`src/rtl/cmp_pkg.sv`:
```
`default_nettype none
// ============================================================================
// Module   : cmp_pkg
// Brief    : Shared constants and helpers for the CMP data-memory arbiter.
// Revision : 1.0
// ============================================================================
package cmp_pkg;

    localparam int ARB_RR         = 0;
    localparam int ARB_FIXED      = 1;
    localparam int DEFAULT_ADDR_W = 32;
    localparam int DEFAULT_DATA_W = 64;

    // Node-id width: ceil(log2(n)), never below one bit.
    function automatic int node_id_w(input int n);
        int w;
        w = $clog2(n);
        return (w < 1) ? 1 : w;
    endfunction

endpackage : cmp_pkg
`default_nettype wire

```
`src/rtl/rr_arbiter.sv`:
```
`default_nettype none
// ============================================================================
// Module   : rr_arbiter
// Brief    : Combinational round-robin / fixed-priority one-hot arbiter.
// Revision : 1.0
// ============================================================================
module rr_arbiter
    import cmp_pkg::*;
#(
    parameter int NUM_NODES = 4,
    parameter int ID_W      = 2
) (
    input  logic [NUM_NODES-1:0] i_req,
    input  logic [ID_W-1:0]      i_ptr,
    input  logic                 i_fixed,
    output logic [NUM_NODES-1:0] o_grant,
    output logic [ID_W-1:0]      o_grant_id
);

    logic [NUM_NODES-1:0] w_grant;
    logic [ID_W-1:0]      w_grant_id;
    logic                 w_found;
    int                   w_idx;

    // Scan NUM_NODES slots starting at the pointer (or at 0 in fixed mode);
    // the first requester wins, so at most one grant bit is ever set.
    always_comb begin
        w_grant    = '0;
        w_grant_id = '0;
        w_found    = 1'b0;
        w_idx      = 0;
        for (int k = 0; k < NUM_NODES; k++) begin
            w_idx = i_fixed ? k : (int'(i_ptr) + k);
            if (w_idx >= NUM_NODES) begin
                w_idx = w_idx - NUM_NODES;
            end
            if (!w_found && i_req[w_idx]) begin
                w_found         = 1'b1;
                w_grant[w_idx]  = 1'b1;
                w_grant_id      = ID_W'(w_idx);
            end
        end
    end

    assign o_grant    = w_grant;
    assign o_grant_id = w_grant_id;

endmodule : rr_arbiter
`default_nettype wire

```
`src/rtl/cmp_dmem_arbiter.sv`:
```
`default_nettype none
// ============================================================================
// Module   : cmp_dmem_arbiter
// Brief    : Shares one synchronous data-memory port among NUM_NODES cores,
//            stalling losers and returning tagged read data one cycle later.
// Revision : 1.0
// ============================================================================
module cmp_dmem_arbiter
    import cmp_pkg::*;
#(
    parameter int NUM_NODES = 4,
    parameter int ADDR_W    = DEFAULT_ADDR_W,
    parameter int DATA_W    = DEFAULT_DATA_W,
    parameter int ARB_MODE  = ARB_RR,
    parameter int ID_W      = 2
) (
    input  logic                          clk,
    input  logic                          reset,
    input  logic [NUM_NODES-1:0]          req_en,
    input  logic [NUM_NODES-1:0]          req_wr,
    input  logic [NUM_NODES*ADDR_W-1:0]   req_addr,
    input  logic [NUM_NODES*DATA_W-1:0]   req_wdata,
    output logic [NUM_NODES-1:0]          node_stall,
    output logic [NUM_NODES-1:0]          grant,
    output logic                          mem_en,
    output logic                          mem_wr_en,
    output logic [ADDR_W-1:0]             mem_addr,
    output logic [DATA_W-1:0]             mem_wdata,
    input  logic [DATA_W-1:0]             mem_rdata,
    output logic                          rd_valid,
    output logic [ID_W-1:0]               rd_node,
    output logic [DATA_W-1:0]             rd_data
);

    localparam logic        C_FIXED    = (ARB_MODE == ARB_FIXED);
    localparam logic [ID_W-1:0] C_LAST_ID = ID_W'(NUM_NODES - 1);

    logic [ID_W-1:0]      r_rr_ptr;
    logic                 r_rd_valid;
    logic [ID_W-1:0]      r_rd_node;

    logic [NUM_NODES-1:0] w_grant;
    logic [ID_W-1:0]      w_grant_id;
    logic [ID_W-1:0]      w_ptr_next;
    logic                 w_mem_en;
    logic                 w_wr;
    logic [ADDR_W-1:0]    w_addr;
    logic [DATA_W-1:0]    w_wdata;

    rr_arbiter #(
        .NUM_NODES (NUM_NODES),
        .ID_W      (ID_W)
    ) u_rr_arbiter (
        .i_req      (req_en),
        .i_ptr      (r_rr_ptr),
        .i_fixed    (C_FIXED),
        .o_grant    (w_grant),
        .o_grant_id (w_grant_id)
    );

    assign w_mem_en   = |w_grant;
    assign w_ptr_next = (w_grant_id == C_LAST_ID) ? '0 : (w_grant_id + 1'b1);

    // Grant is one-hot, so a priority-free select yields the winner's fields
    // and all-zero when nobody is granted.
    always_comb begin
        w_wr    = 1'b0;
        w_addr  = '0;
        w_wdata = '0;
        for (int i = 0; i < NUM_NODES; i++) begin
            if (w_grant[i]) begin
                w_wr    = req_wr[i];
                w_addr  = req_addr[i*ADDR_W +: ADDR_W];
                w_wdata = req_wdata[i*DATA_W +: DATA_W];
            end
        end
    end

    always_ff @(posedge clk or posedge reset) begin
        if (reset) begin
            r_rr_ptr   <= '0;
            r_rd_valid <= 1'b0;
            r_rd_node  <= '0;
        end else begin
            if (w_mem_en) begin
                r_rr_ptr <= w_ptr_next;
            end
            r_rd_valid <= w_mem_en & ~w_wr;
            if (w_mem_en && !w_wr) begin
                r_rd_node <= w_grant_id;
            end
        end
    end

    assign grant      = w_grant;
    assign node_stall = req_en & ~w_grant;
    assign mem_en     = w_mem_en;
    assign mem_wr_en  = w_wr;
    assign mem_addr   = w_addr;
    assign mem_wdata  = w_wdata;
    assign rd_valid   = r_rd_valid;
    assign rd_node    = r_rd_node;
    assign rd_data    = mem_rdata;

endmodule : cmp_dmem_arbiter
`default_nettype wire

```
`config.mk`:
```
export PLATFORM = sky130hd
export DESIGN_NAME = cmp_dmem_arbiter
export DESIGN_NICKNAME = d
export VERILOG_FILES = /design/src/rtl/cmp_pkg.sv /design/src/rtl/rr_arbiter.sv /design/src/rtl/cmp_dmem_arbiter.sv
export SDC_FILE = /design/constraint.sdc
export NUM_CORES = 1
export LEC_CHECK = 0
export BUFFER_PORTS_ARGS = -buffer_cell sky130_fd_sc_hd__buf_4
export CAP_MARGIN = 0
export CORE_AREA = 4 4 245 247
export CTS_CLUSTER_SIZE = 20
export DETAILED_ROUTE_END_ITERATION = 10
export DIE_AREA = 0 0 249 251
export SYNTH_ARGS = -nofsm -noshare
export SYNTH_HDL_FRONTEND = slang
export SYNTH_SLANG_ARGS = --single-unit
```
`constraint.sdc`:
```
create_clock -name clk -period 9.3 [get_ports clk]
set_clock_uncertainty 0.05 [all_clocks]
set_input_delay 0.465 -clock clk [delete_from_list [all_inputs] [get_ports clk]]
set_output_delay 0.465 -clock clk [all_outputs]
set_load 0.01 [all_outputs]
```
# ---- After elaboration in Yosys (flattened, before gate mapping)
# Cells that the tools add are included.
dict set report word_totals {
  reg_bits 5
}
dict set report op_classes {
  bitwise_logic 7
  n_eq_ne 1
  n_mux 48
  add_sub_neg 8
  reduce_logical 13
  order_cmp 12
}
# cell n
set op_table {}
lappend op_table {{32-bit two-way mux} 8}
lappend op_table {{64-bit two-way mux} 4}
lappend op_table {{32-bit by 1-bit greater-or-equal comparator with 1-bit output, second input constant} 4}
lappend op_table {{32-bit by 4-bit less-than comparator with 1-bit output, second input constant} 4}
lappend op_table {{32-bit by 4-bit greater-or-equal comparator with 1-bit output, second input constant} 3}
lappend op_table {{32-bit by 4-bit subtractor with 32-bit output, second input constant} 3}
lappend op_table {{1-bit two-way mux} 19}
lappend op_table {{4-bit two-way mux} 4}
lappend op_table {{4-bit OR} 3}
lappend op_table {{2-bit two-way mux} 5}
lappend op_table {{1-bit binary-select mux with 2-bit select} 4}
lappend op_table {{1-bit demux with 2-bit select} 4}
lappend op_table {{1-bit logical AND} 8}
lappend op_table {{2-bit by 2-bit adder with 3-bit output, second input constant} 2}
lappend op_table {{4-bit bitwise AND} 1}
lappend op_table {{1-bit zero test} 4}
lappend op_table {{4-bit inverter} 1}
lappend op_table {{4-bit OR reduction} 1}
lappend op_table {{2-bit by 3-bit subtractor with 4-bit output, second input constant} 1}
lappend op_table {{2-bit by 1-bit adder with 3-bit output, second input constant} 1}
lappend op_table {{2-bit by 3-bit greater-or-equal comparator with 1-bit output, second input constant} 1}
lappend op_table {{2-bit by 1-bit adder with 2-bit output, second input constant} 1}
lappend op_table {{2-bit equality test, second input constant} 1}
lappend op_table {{1-bit bitwise AND} 1}
lappend op_table {{1-bit inverter} 1}

# ---- Logic depth before layout (Yosys ltp)
dict set report logic_depth {
  depth_word 21
  depth_mapped 15
  depth_no_buf 11
}

# ---- Hierarchy
# Synthesis repeated with hierarchy kept, for this count alone.
dict set report hier_totals {
  hier_cells 605
  area_unflattened_um2 4013.8
}
# mod area_each_um2 seq_area_each_um2 cells_per_inst n_inst
set modules_own_cells {}
lappend modules_own_cells {cmp_dmem_arbiter 3580.9 125.1 542 1}
lappend modules_own_cells {rr_arbiter 432.9 0.0 63 1}

# ---- Worst setup path after synthesis
# Ideal clock, no wire load.
dict set report synth_timing {
  kind {reg2out}
  start {register (tool-made name)}
  end {output port mem_addr[23]}
  setup_slack_ps 5728
  path_stages_with_launch 15
  arrival_ps 3057
  t_required_ps 8785
  path_cell_list {dfrtp_1 -> buf_6 -> inv_1 -> ha_1 -> or3b_2 -> a2111oi_0 -> or2_2 -> buf_6 -> a221o_1 -> buf_4 -> nor2_2 -> buf_6 -> buf_6 -> a221oi_1 -> o21ai_1}
}
# element line
set synth_lines {}
lappend synth_lines {{end: declaration} cmp_dmem_arbiter.sv:27} ;# output logic [ADDR_W-1:0] mem_addr,

==> results.sh <==
export IMPL_dieArea_sq_um=62500
export IMPL_die_x_microns=249
export IMPL_hold_class="input pin to asynchronous set/reset pin"
export IMPL_die_h_microns=251
export IMPL_core_rowCount=88
export IMPL_fin_crit_ps=5900
export IMPL_switching_share_pct=57.6
export IMPL_cts_buffers=3
export IMPL_wirelength_mm=37.1
export IMPL_rsz0062_at_grt="no"
export IMPL_post_drt_wl_per_cell_microns=21.0
export IMPL_setup_worst_path_class="register to output port"
export IMPL_cellPowerDensity_nw_per_um2=507
export IMPL_cts_root_buf="clkbuf_16"
export IMPL_core_sq_um=57600
export IMPL_routed_via_density=3.82
export IMPL_final_period_utilization_pct=63.5
export IMPL_post_cts_setup_buffer_count=0
export IMPL_crit_path_end_kind="output port"
export IMPL_num_io_pins=631
export IMPL_port_buffer_count=502
export IMPL_netSwitchingPower_mw=2.34
export IMPL_yosys_top_cells_count="o21ai_0, nand2_1, a221oi_1"
export IMPL_drv_slew=0
export IMPL_clkPwrFrac_pct=1.7
export IMPL_placed_area_sq_um=7920
export IMPL_wl_met1_mm=13.8
export IMPL_post_route_util_pct=13.9
export IMPL_multiInputGateArea_sq_um=2940
export IMPL_clk_pin_slew_ps=30
export IMPL_dr_total_vias=6754
export IMPL_drtIter0Drc=431
export IMPL_fin_nets=1467
export IMPL_clockBufferDepth=2
export IMPL_dr_wl_met2_mm=19.0
export IMPL_antenna_found_initial=12
export IMPL_async_flop_share_pct=100
export IMPL_path_max_fanout=47
export IMPL_fmax_mhz=169
export IMPL_p_leak_nw=3.47
export IMPL_drive_gt1_share_pct=53.9
export IMPL_ys_seq_elements=5
export IMPL_cts_tree="built"
export IMPL_setup_violations=0
export IMPL_p_seq_share_pct=1.5
export IMPL_cap_violations=0
export IMPL_ctsHoldBuffers=0
export IMPL_whs_ps=102
export IMPL_synth_top_area_cell="a221oi_1"
export IMPL_syn_area_sq_um=3910
export IMPL_netlist_instances=618
export IMPL_syn_to_final_growth_pct=104
export IMPL_startpoint_type="register"
export IMPL_grt_pass1_wl_mm=50.2
export IMPL_start_util_pct=6.79
export IMPL_synth_fp_nets=1083
export IMPL_num_fill_cells=6689
export IMPL_avgSynthCellArea_sq_um=6.33
export IMPL_vdd_drop_max_mv=0.288
export IMPL_synth_edf_count=0
export IMPL_slew_headroom_pct=24.6
export IMPL_first_pass_iters=5
export IMPL_ant_nets=0
export IMPL_cp_arrival_ps=5390
export IMPL_wl_met3_mm=3.24
export IMPL_gp_congestion=0.864
export IMPL_internal_power_mw=1.72
export IMPL_synthFlopType="dfrtp_1"
export IMPL_required_ps=8790
export IMPL_clock_latency_ps=230
export IMPL_dpl_hpwl_mm=31.3
export IMPL_ctsResizeCount=0
export IMPL_grt_use_total_pct=10.9
export IMPL_status="complete, no violations"
export IMPL_synth_area_leaders="a221oi_1, o21ai_0, buf_4"
export IMPL_synth_cell_types=48
export IMPL_highest_layer="met5"
export IMPL_synth_top_area_share_pct=21.5
export IMPL_grt_ovfl_total=0
export IMPL_combPwrFrac_pct=96.7
export IMPL_stdcell_area_sq_um=8000
export IMPL_final_setup_tns_ps=0
export IMPL_drc_errors=0
export IMPL_tightest_slew_ps=1130
export IMPL_grt_pass1_vias=6810
export IMPL_htreeDepth=1
export IMPL_synth_seq_area_share_pct=3.20
export IMPL_cts_sinks=5
export IMPL_yosys_warnings=0
export IMPL_hold_viol=0
export IMPL_synth_most_common_cell="o21ai_0"
export IMPL_grt_max_degree=65
export IMPL_seqCellArea_sq_um=125
==> power by group through the flow <==
stage               clock (mW)  sequential [mW]  combinational [mW]
floorplan                    0           0.0503                2.12
global placement             0           0.0600                4.06
detailed placement           0           0.0618                4.04
CTS                     0.0714           0.0613                4.05
global route            0.0734           0.0646                4.29
finish                  0.0706           0.0616                3.93
==> area by class of cell <==
| class | count | area share [%] |
|---|---|---|
| Inverter | 11 | 0.579 |
| Sequential cell | 5 | 1.56 |
| Antenna cell | 1 | 0.0313 |
| Tap cell | 765 | 12.0 |
| Clock buffer | 4 | 0.986 |
| Timing Repair Buffer | 512 | 48.1 |
| Multi-Input combinational cell | 469 | 36.8 |
==> path summary, 6_finish.rpt <==
path / from / to / slack [ps] / cells after the start
worst min-delay path: reset / rd_valid / 100 / 2
max in group asynchronous: reset / rd_node[1] / 8920 / 2
worst max-delay path: register / mem_wdata[6] / 3400 / 11
min in group clk: rd_node[0] / rd_node[0] / 470 / 1
worst max register to register: register / rd_node[0] / 3770 / 13
worst min register to register: rd_node[0] / rd_node[0] / 470 / 1
==> layer usage <==
layer  GRT usage (%)  vias to the layer above
li1                -                     3048
met1            12.3                     3136
met2            20.6                      494
met3            2.79                       72
met4            2.40                        4
met5               0                        -
==> worst max-delay path, stage by stage (launching register included) <==
cell and delay, ps:
dfrtp_1 810, inv_1 300, ha_1 550, or3b_2 520, a2111oi_0 420, or2_2 310
a221o_4 420, nor2_4 50, buf_4 310, a221oi_1 1000, o21ai_0 250, buf_4 200
==> layout by cell type (no fill, tap or decap), types with 2 or more instances in the layout <==
cell type,Yosys,routed
dfrtp_1,5,5
o21ai_1,41,41
a2111oi_0,2,2
buf_4,66,512
o31ai_1,2,2
nor2_1,5,5
a221oi_1,96,96
mux2i_1,4,4
o21ai_0,155,155
nand3b_1,2,2
mux2_2,3,3
and2_1,5,5
or3b_2,2,2
a21oi_1,4,4
mux4_2,2,2
inv_4,1,2
inv_1,9,9
a221oi_2,2,2
nand2_1,105,105
clkbuf_16,0,3
nand2b_1,4,4
o22ai_1,4,4
ha_1,7,7
mux2_4,4,4
==> cell families after synthesis <==
logic type,share of synthesized area (%)
flip-flops,3.20
adder cells (fa/ha/maj),2.24
XOR/XNOR,0.448
AND/OR/NAND/NOR,14.0
AO/OA/AOI/OAI,53.2
multiplexers,4.92
buffers and inverters,22.0
==> per-stage QoR <==
step                      power [mW]  setup slack, ps  instances
after floorplan                 2.17             5730        618
after global placement          4.12             3340       1762
after detailed placement        4.10             3380       1762
after CTS                       4.18             3120       1766
after global routing            4.43             2900       1766
final                           4.06             3400       1767
No activity file was read; power rests on OpenSTA's default activity.
